### src/rtl/dmem_pkg.sv
// Shared constants for the data-memory controller: FSM encoding, memory geometry
// and the load burst limit.
package dmem_pkg;

    localparam int DMEM_DEPTH = 1024;
    localparam int DMEM_WIDTH = 32;
    localparam int MAX_BURST  = 8;
    localparam int CNT_W      = $clog2(MAX_BURST);

    localparam logic [2:0] IDLE  = 3'd0;
    localparam logic [2:0] WRITE = 3'd1;
    localparam logic [2:0] READ  = 3'd2;
    localparam logic [2:0] DRAIN = 3'd3;
    localparam logic [2:0] ERR   = 3'd4;

endpackage

### src/rtl/dmem_ctrl.sv
// Initiator-side controller for the single-port data memory: single-word stores,
// pipelined 1..8 word load bursts, and range errors that never touch the memory.
module dmem_ctrl
    import dmem_pkg::*;
#(
    parameter int SIZE  = DMEM_WIDTH,
    parameter int DEPTH = DMEM_DEPTH
) (
    input  logic            clk,
    input  logic            rst,
    input  logic            req_valid,
    output logic            req_ready,
    input  logic            req_we,
    input  logic [SIZE-1:0] req_addr,
    input  logic [2:0]      req_len,
    input  logic [SIZE-1:0] req_wdata,
    output logic            rsp_valid,
    output logic [SIZE-1:0] rsp_rdata,
    output logic            rsp_last,
    output logic            rsp_err,
    output logic [SIZE-1:0] mem_addr,
    output logic [SIZE-1:0] mem_din,
    output logic            mem_wr_rd,
    output logic            mem_cs,
    input  logic [SIZE-1:0] mem_dout
);

    localparam logic [SIZE:0] LIMIT = (SIZE+1)'(DEPTH);

    logic [2:0]       r_state;
    logic [2:0]       w_next;
    logic [SIZE-1:0]  r_addr;
    logic [SIZE-1:0]  r_wdata;
    logic [CNT_W-1:0] r_cnt;
    logic             r_rd_vld;
    logic             r_rd_last;
    logic             r_wr_ack;
    logic             w_accept;
    logic [SIZE:0]    w_last_addr;
    logic             w_range_err;

    // Handshake: a request transfers on the rising edge where req_valid and
    // req_ready are both high; req_ready is high only in IDLE, and the requester
    // holds its request unchanged until that edge.
    assign req_ready = (r_state == IDLE);
    assign w_accept  = req_valid && req_ready;

    // The extra top bit catches addresses that would wrap the SIZE-bit space.
    assign w_last_addr = {1'b0, req_addr} + {{(SIZE-2){1'b0}}, (req_we ? 3'd0 : req_len)};
    assign w_range_err = (w_last_addr >= LIMIT);

    always_comb begin
        w_next = r_state;
        case (r_state)
            IDLE:    if (req_valid) w_next = w_range_err ? ERR : (req_we ? WRITE : READ);
            WRITE:   w_next = IDLE;
            READ:    if (r_cnt == '0) w_next = DRAIN;
            DRAIN:   w_next = IDLE;
            ERR:     w_next = IDLE;
            default: w_next = IDLE;
        endcase
    end

    always_ff @(posedge clk or posedge rst) begin
        if (rst) begin
            r_state   <= IDLE;
            r_addr    <= '0;
            r_wdata   <= '0;
            r_cnt     <= '0;
            r_rd_vld  <= 1'b0;
            r_rd_last <= 1'b0;
            r_wr_ack  <= 1'b0;
        end else begin
            r_state   <= w_next;
            r_rd_vld  <= (r_state == READ);
            r_rd_last <= (r_state == READ) && (r_cnt == '0);
            r_wr_ack  <= (r_state == WRITE);
            if (w_accept) begin
                r_addr  <= req_addr;
                r_wdata <= req_wdata;
                r_cnt   <= req_len;
            end else if (r_state == READ) begin
                r_addr <= r_addr + SIZE'(1);
                if (r_cnt != '0) r_cnt <= r_cnt - CNT_W'(1);
            end
        end
    end

    // Pins decode straight from state so an async reset idles them immediately.
    assign mem_cs    = (r_state == WRITE) || (r_state == READ);
    assign mem_wr_rd = (r_state == READ);
    assign mem_addr  = mem_cs ? r_addr : '0;
    assign mem_din   = (r_state == WRITE) ? r_wdata : '0;

    assign rsp_err   = (r_state == ERR);
    assign rsp_valid = r_rd_vld || r_wr_ack || rsp_err;
    assign rsp_last  = r_rd_last || r_wr_ack || rsp_err;
    assign rsp_rdata = r_rd_vld ? mem_dout : '0;

endmodule

### config.mk
export PLATFORM = sky130hd
export DESIGN_NAME = dmem_ctrl
export DESIGN_NICKNAME = d
export VERILOG_FILES = /design/src/rtl/dmem_pkg.sv /design/src/rtl/dmem_ctrl.sv
export SDC_FILE = /design/constraint.sdc
export NUM_CORES = 1
export LEC_CHECK = 0
export CAP_MARGIN = 20
export CORE_ASPECT_RATIO = 1.5
export CORE_UTILIZATION = 40
export CTS_CLUSTER_DIAMETER = 150
export DETAILED_ROUTE_END_ITERATION = 7
export DONT_BUFFER_PORTS = 1
export GPL_ROUTABILITY_DRIVEN = 0
export GPL_TIMING_DRIVEN = 1
export PLACE_DENSITY = 0.63
export SLEW_MARGIN = 20
export SYNTH_ARGS = -nofsm -noshare
export SYNTH_HDL_FRONTEND = slang
export SYNTH_SLANG_ARGS = --single-unit
### constraint.sdc
create_clock -name clk -period 4.7 [get_ports clk]
set_clock_uncertainty 0.1 [all_clocks]
set_input_delay 0.94 -clock clk [delete_from_list [all_inputs] [get_ports clk]]
set_output_delay 0.94 -clock clk [all_outputs]
set_load 0.01 [all_outputs]
Word-level counts from Yosys, hierarchy flattened. Cells that the tools add are included. Widths: inputs -> output; s select.

Input port bits: 103. Bits in registers: 73. Output and inout port bits: 102.

Magnitude comparators: 1. Mux-type cells: 14. Equal/unequal tests: 5. Reduce and logical (&&, ||, !) cells: 14. Add/sub/neg operators: 3.

Operators with widths (number): $mux 32 (5); $add 32x3->33 (1); $ge 33x11->1 const B (1); $add 32x1->32 const B (1); $mux 3 (7); $logic_not 3->1 (2); $pmux 3 s2 (1); $logic_or 1x1->1 (5); $reduce_and 2->1 (2); $reduce_bool 2->1 (2); $eq 3x1->1 const B (1); $eq 3x2->1 const B (1); $eq 3x3->1 const B (1); $reduce_bool 3->1 (1); $sub 3x1->3 const B (1); $logic_and 1x1->1 (2); $mux 2 (1); $ne 2x1->1 const B (1); $ne 2x2->1 const B (1).

Logic depth before layout (Yosys ltp).
Depth after elaboration: 6. Mapped depth: 11.

Worst setup path after synthesis. OpenSTA, ideal clock, no wires.

Path kind: input to register. Start: input port req_len[0]. End: register r_state[2]. Cell stages on the path: 11. Slack: 1.377 ns. Data arrival time: 3.104 ns. Buffers on the path: 1. Path through: nor2b_1 ha_1 fa_1 a21oi_1 nor4_1 buf_2 xor2_1 o2111ai_1 o211ai_1 or4_4 o21a_1.

Word-level cells in the longest chain between the ends: 6.

RTL lines: from (decl) (line dmem_ctrl.sv:15) `input logic [2:0] req_len,`; $mux 3 (line dmem_ctrl.sv:49) `assign w_last_addr = {1'b0, req_addr} + {{(SIZE-2){1'b0}}, (req_we ? 3'd0 : req_len)};`; $add 32x3->33 (line dmem_ctrl.sv:49); $ge 33x11->1 (line dmem_ctrl.sv:50) `assign w_range_err = (w_last_addr >= LIMIT);`; $mux 3 (2 in a row) (line dmem_ctrl.sv:55) `IDLE: if (req_valid) w_next = w_range_err ? ERR : (req_we ? WRITE : READ);`; $pmux 3 s2 (line dmem_ctrl.sv:54) `case (r_state)`; to (signal assigned) (line dmem_ctrl.sv:74) `r_state <= w_next;`; to (decl) (line dmem_ctrl.sv:30) `logic [2:0] r_state;`.

No other way between the ends. The select of a mux whose other input is x is not followed. A chain may end at the register's enable or synchronous reset.

Worst setup path in the final report.
Start: register r_state[0]. End: output port mem_addr[30].

Word-level cells in the longest chain between the ends: 3.

RTL lines: $eq 3x1->1 / $eq 3x2->1 (equally long branches) (line dmem_ctrl.sv:90) `assign mem_cs = (r_state == WRITE) || (r_state == READ);`; $logic_or 1x1->1 * (line dmem_ctrl.sv:90); $mux 32 * (line dmem_ctrl.sv:92) `assign mem_addr = mem_cs ? r_addr : '0;`; to (decl) (line dmem_ctrl.sv:21) `output logic [SIZE-1:0] mem_addr,`.

Every way passes the cells marked *; elsewhere a longest branch is shown, timed or not.

==> flow_summary.toml <==
[clocking]
clock_latency_ps = 340
root_buffer = "clkbuf_16"
post_cts_buffers = 0
clockBufferDepth = 2
cts.sinks = 73
clk_pin_slew_worst_paths_ps = 60
cts_tree = "yes"
cts_resized = 0
cts-buffers-inserted = 9
cts_hold_buf = 0
htree_levels = 3

[layout]
multi_input_comb_area_sq_mm = 0.00291
diodes = 0
register_area_sq_mm = 0.00183
fin_nets = 724
mostFrequentLayoutCells = "146 x nand2_1, 73 x dfrtp_1, 67 x and2_1"
mostFrequentLayoutCell = "nand2_1"
drive_gt1_share_pct = 6.14
fill_cells = 1196
syn2layout_area_growth_pct = 8.96

[die]
start_util_pct = 41.0
die_height_microns = 138
die_w_microns = 92.4
core_area_sq_mm = 0.0120
die_area_sq_mm = 0.0127
ios = 205
rows = 49

[routing]
drt-wirelength-per-cell_microns = 19.6
dr.pass1.iters = 5
viasPerCell = 5.99
first_iter_violations = 257
drt_wl_total_microns = 15200
antenna_left = 0
num_vias = 4626
drc_errors = 0

[hold_path]
hp-class = "flip-flop to flip-flop"

[worst_setup_path]
worstSetupEndpointType = "output port"
critPathArrivalTime_ps = 2400
cp-start-kind = "flip-flop"
path_max_fanout = 34
criticalPathCategory = "flip-flop to output port"
cp.required_ps = 3660

[yosys]
synthCells = 627
synth_top_family_by_area = "simple AND/OR/NAND/NOR gates"
ys_ff_latch = 73
ys_types = 58
synth_flop_cell = "dfrtp_1"
synth_top_cell_area_share_pct = 37.3
yosys.area_share.xor_xnor_pct = 0.893
ys_seq_area_share_pct = 37.3
synth_edf_count = 0
synth_adder_area_share_pct = 1.94
synthTopCellsByArea = "dfrtp_1 37%, nand2_1 11%, and2_1 8.6%"
avgSynthCellArea_sq_um = 7.82
synthSimpleGateAreaFrac_pct = 40.4
yosys.area.top_type = "dfrtp_1"
synth_mux_area_share_pct = 1.28
synthArstFlopShare_pct = 100
synth_compound_area_share_pct = 14.6
synth_area_sq_mm = 0.00490
syn_nets = 737
yosysWarnings = 0

[status]
status = "finished, final reports clean"

[sta]
finalSetupTns_ps = 0
slew_headroom_pct = 42.4
period_needed_ps = 3440
setup_violations = 0
final_hold_viol_count = 0
period_share_pct = 73.2
worstMarginPinSlew_ps = 857
rsz0062_at_grt = "no"
fmax_mhz = 291
drv_slew = 0

[flow_run]
drv_cap = 0

[global_routing]
grt_remaining_overflow = 0
grt_usage_pct = 24.1
antenna_found_initial = 0
grt_max_degree = 73
grt_pass1_wl_microns = 23300
grt_pass1_vias = 4329

[power]
p_leak_nw = 2.31
peakVddDrop_mv = 0.171
power-per-cell-area_mw_per_mm2 = 326
power.total_mw = 1.74

[place]
hpwlAfterDp_microns = 11300
port_buffers = 0
## sequential cells by signal, summed over array words and instances (netlist names)
signal	count
r_state	3
r_cnt	3
r_rd_vld	1
r_addr	32
r_wr_ack	1
r_rd_last	1
r_wdata	32
## worst paths after layout
kind	start	endpoint	slack (ps)	cells after the start
setup / recovery	r_state[0]	mem_addr[30]	1260	5
hold / removal	r_wdata[1]	r_wdata[1]	370	2
setup reg to reg	r_addr[0]	r_addr[30]	1930	8
hold reg to reg	r_wdata[1]	r_wdata[1]	370	2
max in group asynchronous	rst	r_wdata[5]	3270	2
min in group asynchronous	rst	r_wdata[12]	480	1
## metrics by stage
stage | setup WS [ps] | hold slack (ps) | instances | area (sq um) | util (%)
after global placement | 1260 | 349 | 756 | 5030 | 42.1
final | 1260 | 367 | 772 | 5340 | 44.7
after CTS | 1240 | 371 | 772 | 5340 | 44.7
after global routing | 1170 | 390 | 772 | 5340 | 44.7
after floorplan | 1380 | 337 | 627 | 4900 | -
after detailed placement | 1150 | 357 | 756 | 5040 | 42.1
## worst max-delay path: stages (launching register included)
cell and delay, ps:
dfrtp_1 460, or3b_2 800, inv_1 180, nor2_2 50
buf_4 240, nor2b_1 310
## routing by layer
layer | share of wire (%) | up-vias | GRT usage, %
li1 | - | 2177 | -
met1 | 40 | 2173 | 27.4
met2 | 50 | 227 | 41.0
met3 | 6.5 | 49 | 5.96
met4 | 3.8 | 0 | 14.0
met5 | 0 | - | 0
## cells in the mapped netlist, types with 2 or more instances
cell type	instances
a22oi_1	6
nand2b_1	2
and2_1	67
o21ai_1	2
a21oi_1	12
o211ai_1	9
nor3b_1	7
nand3_1	34
or3_1	6
or3b_2	2
nor2b_1	35
nor3_1	11
xor2_1	3
mux2i_1	4
a222oi_1	2
and4_1	2
a41oi_1	2
ha_1	6
dfrtp_1	73
a221o_1	8
nand4_1	14
nand2_1	146
buf_2	3
inv_1	15
clkbuf_1	27
o311ai_0	7
or4_1	4
nor2_1	29
nor4_1	9
and3_1	6
o2111ai_1	2
xnor2_1	2
a31oi_1	8
a21o_1	7
mux2_2	2
o21ai_0	31
## cell type report
class                           count  share of cell area [%]
Timing Repair Buffer                7                   0.984
Clock inverter                      7                    1.43
Sequential cell                    73                    34.2
Inverter                           15                    1.10
Clock buffer                        9                    4.22
Tap cell                          153                    3.58
Multi-Input combinational cell    508                    54.5
## report_power, final
| part | internal [mW] | switching [mW] |
|---|---|---|
| Clock | 0.414 | 0.286 |
| Combinational | 0.103 | 0.127 |
| Sequential | 0.718 | 0.0931 |
| Total | 1.24 | 0.506 |
## logic make-up (layout without fill, tap and decap cells)
family,Yosys count,in the layout
muxes,6,6
AOI/OAI and AO/OA,105,105
xor gates and xnor gates,5,5
buffers and inverters,46,38
adders and majority gates,7,7
DFF,73,73
and+or+nand+nor,385,385
Power figures use the tool's default switching activity.
